$ cat config.mk
export PLATFORM = sky130hd
export DESIGN_NAME = result_hex_streamer
export DESIGN_NICKNAME = d
export VERILOG_FILES = /design/src/rtl/result_hex_streamer.sv
export SDC_FILE = /design/constraint.sdc
export NUM_CORES = 1
export LEC_CHECK = 0
export ABC_AREA = 0
export CAP_MARGIN = 25
export CORE_MARGIN = 2
export CORE_UTILIZATION = 55
export DETAILED_ROUTE_END_ITERATION = 8
export PLACE_DENSITY = 0.91
export SLEW_MARGIN = 10
export SYNTH_ARGS = -nofsm -noshare
export SYNTH_HDL_FRONTEND = slang
export SYNTH_SLANG_ARGS = --single-unit
$ cat constraint.sdc
create_clock -name clk -period 4.7 [get_ports clk]
set_input_delay 0.705 -clock clk [delete_from_list [all_inputs] [get_ports clk]]
set_output_delay 0.705 -clock clk [all_outputs]
set_load 0.005 [all_outputs]
$ cat src/rtl/result_hex_streamer.sv
// result_hex_streamer
// Takes one result word per in_valid/in_ready handshake and emits it as ASCII
// hex, most significant nibble first, one byte per out_valid/out_ready
// transfer, optionally terminated by a newline (0x0A).
// Optional build feature: define HEX_PREFIX_EN to precede the digits with "0x".
// All outputs are decoded from registered state only.
module result_hex_streamer #(
  parameter int DATA_W       = 64,
  parameter int UPPERCASE    = 0,
  parameter int EMIT_NEWLINE = 1
) (
  input  logic              clk,
  input  logic              rst_n,
  input  logic              in_valid,
  output logic              in_ready,
  input  logic [DATA_W-1:0] in_data,
  output logic              out_valid,
  input  logic              out_ready,
  output logic [7:0]        out_char,
  output logic              out_last,
  output logic              busy
);

  localparam int NDIG  = DATA_W / 4;
  localparam int IDX_W = (NDIG > 1) ? $clog2(NDIG) : 1;
  localparam logic [IDX_W-1:0] IDX_LAST = IDX_W'(NDIG - 1);

  localparam logic [1:0] S_IDLE  = 2'd0;
  localparam logic [1:0] S_DIGIT = 2'd1;
  localparam logic [1:0] S_TERM  = 2'd2;
`ifdef HEX_PREFIX_EN
  localparam logic [1:0] S_PREFIX = 2'd3;
`endif

  logic [1:0]        state_p0;
  logic [IDX_W-1:0]  idx_p0;
  logic [DATA_W-1:0] shadow_p0;
  logic              up_p0;      // low until the first edge after reset release
`ifdef HEX_PREFIX_EN
  logic              pfx_p0;     // 0 -> emitting '0', 1 -> emitting 'x'
`endif

  logic       xfer;
  logic       accept;
  logic [3:0] nib;

  // Map one nibble to its ASCII hex digit in the configured letter case.
  function automatic logic [7:0] hex_ascii(input logic [3:0] n);
    if (n < 4'd10)
      return 8'h30 + {4'h0, n};
    else if (UPPERCASE != 0)
      return 8'h41 + ({4'h0, n} - 8'd10);
    else
      return 8'h61 + ({4'h0, n} - 8'd10);
  endfunction

  assign xfer     = out_valid && out_ready;
  assign accept   = in_valid && in_ready;
  assign nib      = shadow_p0[DATA_W-1-4*idx_p0 -: 4];
  assign in_ready = up_p0 && (state_p0 == S_IDLE);
  assign busy     = (state_p0 != S_IDLE);

  // Control FSM, digit index and captured word; only a completed transfer advances.
  always_ff @(posedge clk or negedge rst_n) begin
    if (!rst_n) begin
      state_p0  <= S_IDLE;
      idx_p0    <= '0;
      shadow_p0 <= '0;
      up_p0     <= 1'b0;
`ifdef HEX_PREFIX_EN
      pfx_p0    <= 1'b0;
`endif
    end else begin
      up_p0 <= 1'b1;
      case (state_p0)
        S_IDLE: begin
          if (accept) begin
            shadow_p0 <= in_data;
            idx_p0    <= '0;
`ifdef HEX_PREFIX_EN
            pfx_p0    <= 1'b0;
            state_p0  <= S_PREFIX;
`else
            state_p0  <= S_DIGIT;
`endif
          end
        end
`ifdef HEX_PREFIX_EN
        S_PREFIX: begin
          if (xfer) begin
            if (pfx_p0) state_p0 <= S_DIGIT;
            else        pfx_p0   <= 1'b1;
          end
        end
`endif
        S_DIGIT: begin
          if (xfer) begin
            if (idx_p0 == IDX_LAST)
              state_p0 <= (EMIT_NEWLINE != 0) ? S_TERM : S_IDLE;
            else
              idx_p0 <= idx_p0 + 1'b1;
          end
        end
        S_TERM: begin
          if (xfer) state_p0 <= S_IDLE;
        end
        default: state_p0 <= S_IDLE;
      endcase
    end
  end

  // Output byte, valid and last flag decoded from the registered state.
  always_comb begin
    out_valid = 1'b0;
    out_char  = 8'h00;
    out_last  = 1'b0;
    case (state_p0)
`ifdef HEX_PREFIX_EN
      S_PREFIX: begin
        out_valid = 1'b1;
        out_char  = pfx_p0 ? 8'h78 : 8'h30;
      end
`endif
      S_DIGIT: begin
        out_valid = 1'b1;
        out_char  = hex_ascii(nib);
        out_last  = (EMIT_NEWLINE == 0) && (idx_p0 == IDX_LAST);
      end
      S_TERM: begin
        out_valid = 1'b1;
        out_char  = 8'h0A;
        out_last  = 1'b1;
      end
      default: begin
        out_valid = 1'b0;
      end
    endcase
  end

endmodule

==> metrics.md <==
| Metric | Value |
|---|---|
| Status | finished clean |
| Max Freq | about 230 MHz |
| R2r setup slk | ~2500 ps |
| I/O pin cnt | 80 |
| H-Tree Level Count | 3 |
| Row cnt | 29 |
| N_diodes | 0 |
| Die Y | about 85 um |
| Clock Skew | ~5 ps |
| Flops & latches, synth | between 70 and 80 |
| Worst EP arrival | roughly 3700 ps |
| Worst setup SP type | flip-flop |
| Drt total wl | 7770 um |
| Top_reg_cell synth | dfrtp_1 |
| Maxcap violations | 0 |
| Antenna-violating nets left | 0 |
| CTS root buffer | clkbuf_8 |
| DR WL/cell | roughly 18 um |
| Worst rel slew slack | 0.462 |
| Mean Syn Cell Area | between 10 and 15 um2 |
| TritonCTS Buffers | 9 |
| Post-synth EDFFs | 0 |
| Via count | roughly 2400 |
| Core area | between 6000 and 7000 um2 |
| First-pass GRT wire length | between 10000 and 15000 um |
| Pre-CTS setup slack | about 700 ps |
| Worst-skew pair later-pin latency | roughly 350 ps |
| Leakage | around 1.9 nW |
| Final setup viols | 0 |
| RR Endpoint | shadow_p0[26] |
| Final Hold Viols | 0 |
| Area delta synth->final | 27.1% |
| Layout Nets | 420 |
| Mapped Area | around 3600 um2 |
| Most frequent cells in the layout | 77 x clkdlybuf4s50_1, 71 x dfrtp_1, 68 x mux2_2 |
| 1st-iter DRT viols | 114 |
| Total GRT Usage | 0.233 |
| Initial antenna violation count | 0 |
| Commonest non-fill, non-tap cell in the layout | clkdlybuf4s50_1 |
| Placed Cells | 410 |
| Share of post-route cells with drive strength above 1 | 0.281 |
| Distinct cells, synth | 39 |
| Fin. max-slew vios | 0 |
| Final Critical Period | 4400 ps |
| CTS tree | yes |
| Setup TNS | 0 ps |
| Detail-routed via count per cell | 5.74 |
| Clock Path Buffers | 2 |
| Tightest Pin Transition | 806 ps |
| RSZ-0062 raised after global routing | false |
| Final worst setup slack | between 200 and 300 ps |
| Syn_nets | 342 |
| DIE AREA | between 7000 and 8000 um2 |
| Post-CTS Resized | 0 |
| DRC viols | 0 |
| Port bufs | just under 80 |
| CTS clk-pin slew, worst paths | approximately 70 ps |
| RD Place Congestion | about 0.9 |
| Fin crit share | 0.937 |
| Starting density of the core | 0.568 |
| DR pass1 iterations | 4 |
| Post-CTS Repair Setup Buffers | 0 |
| CP Capture Type | primary output |
| Number of global-route vias before repair | roughly 2700 |
| Largest net degree at the start of global routing | 66 |
| Seq/Total Area, Yosys | 0.492 |
| DP Wirelength | around 5700 um |
| Syn Inst Count | approximately 270 |
| CTS Hold Bufs | 0 |
| Peak VDD IR | 0.000607 V |
| FFs w/ async S/R, synth | 1.00 |
| Clk sink count | 71 |
| Post-Layout Cell Count | 426 |
| Grt total ovfl | 0 |
| RR Startpoint | state_p0[0] |
| CP max FO | 10 |
| Worst Hold Class | input pin to asynchronous set/reset pin |
| Number of synthesis warnings | 0 |
| Crit path kind | flip-flop to primary output |
| Crit path required time | around 4000 ps |
| Pwr Density | between 600 and 700 nW/um2 |
| Min Hold Slack | around 420 ps |
| Die width | approximately 85 um |
| Worst R2R Path Depth | 6 |
## state kept, by name, indices dropped and copies added, names as in the netlist
signal,count
shadow_p0,64
idx_p0,4
state_p0,2
up_p0,1
## per-layer routing
layer  part of all wire  routed length, um  track usage
met2               0.53               4110        0.389
met1               0.41               3170        0.291
met4              0.023                176        0.114
met5                  0                  0            0
met3              0.040                307       0.0457
## report_power, final
part	leakage [nW]	internal [mW]	switching, mW
sequential	0.848	0.912	0.192
clock	0.0918	0.203	0.228
combinational	0.997	0.850	0.703
## worst max path at each step
| stage | cells past startpoint | slack (ps) | startpoint | end |
|---|---|---|---|---|
| after CTS | 12 | 330 | idx_p0[0] | out_char[4] |
| after floorplan | 13 | 1520 | idx_p0[0] | out_char[4] |
| after global routing | 12 | 50 | idx_p0[1] | out_char[4] |
| after detailed placement | 12 | 700 | idx_p0[0] | out_char[4] |
| after global placement | 12 | 870 | idx_p0[0] | out_char[4] |
| final | 12 | 300 | idx_p0[0] | out_char[4] |
## cells by family after synthesis
| logic type | count (synthesis) | share of synthesized area |
|---|---|---|
| buffers and inverters | 24 | 0.0371 |
| other | 2 | 0.00208 |
| DFF | 71 | 0.492 |
| muxes | 92 | 0.321 |
| and+or+nand+nor | 34 | 0.0440 |
| AOI/OAI and AO/OA | 31 | 0.0662 |
| adders and majority gates | 8 | 0.0277 |
| xor gates and xnor gates | 4 | 0.00971 |
## Yosys cell counts (2+ instances only)
library cell   n  area share
buf_2          7      0.0097
buf_6          2      0.0062
nand3_1        3      0.0042
a221oi_2       2      0.0083
a21oi_1        3      0.0042
mux4_2         3       0.019
inv_1          9      0.0094
mux2i_1       14       0.039
xnor2_1        2      0.0049
xor2_1         2      0.0049
o21a_1         3      0.0062
dfrtp_1       71        0.49
mux4_1         7       0.051
nor2_1         7      0.0073
o21ai_0        6      0.0083
conb_1         2      0.0021
a221oi_1       3      0.0073
nor3_1         2      0.0028
a31oi_1        2      0.0035
nand2_1       13       0.014
mux2_2        68        0.21
nor2b_1        4      0.0069
ha_1           8       0.028
o21ai_1        3      0.0042
clkbuf_1       4      0.0042
and2_1         3      0.0052
## per-stage QoR
stage	utilization	power, mW	area (um2)
6_report	0.722	3.09	4590
5_1_grt	0.722	3.31	4590
4_1_cts	0.722	3.09	4590
3_5_place_dp	0.695	2.64	4410
3_3_place_gp	0.695	2.55	4410
2_1_floorplan	-	2.19	3610
## critical path: stages (launching register included)
cell             delay [ps]
dfrtp_1                 370
buf_4                   210
mux4_1                  580
o32ai_2                 480
ha_1                    240
inv_1                    40
ha_1                    310
nand2_1                  90
nor2_1                   60
nand2_1                 100
and3b_1                 180
nor3_1                  160
clkdlybuf4s50_1         520
## final cells by class
class | count | area [um2]
clock buffers | 10 | 138
clock inverters | 6 | 36.3
fillers | 418 | 1760
inverters | 9 | 33.8
multi-input cells | 171 | 1700
flip-flops and latches | 71 | 1780
well taps | 77 | 96.3
repair buffers | 82 | 806
Power figures use the tool's default switching activity.
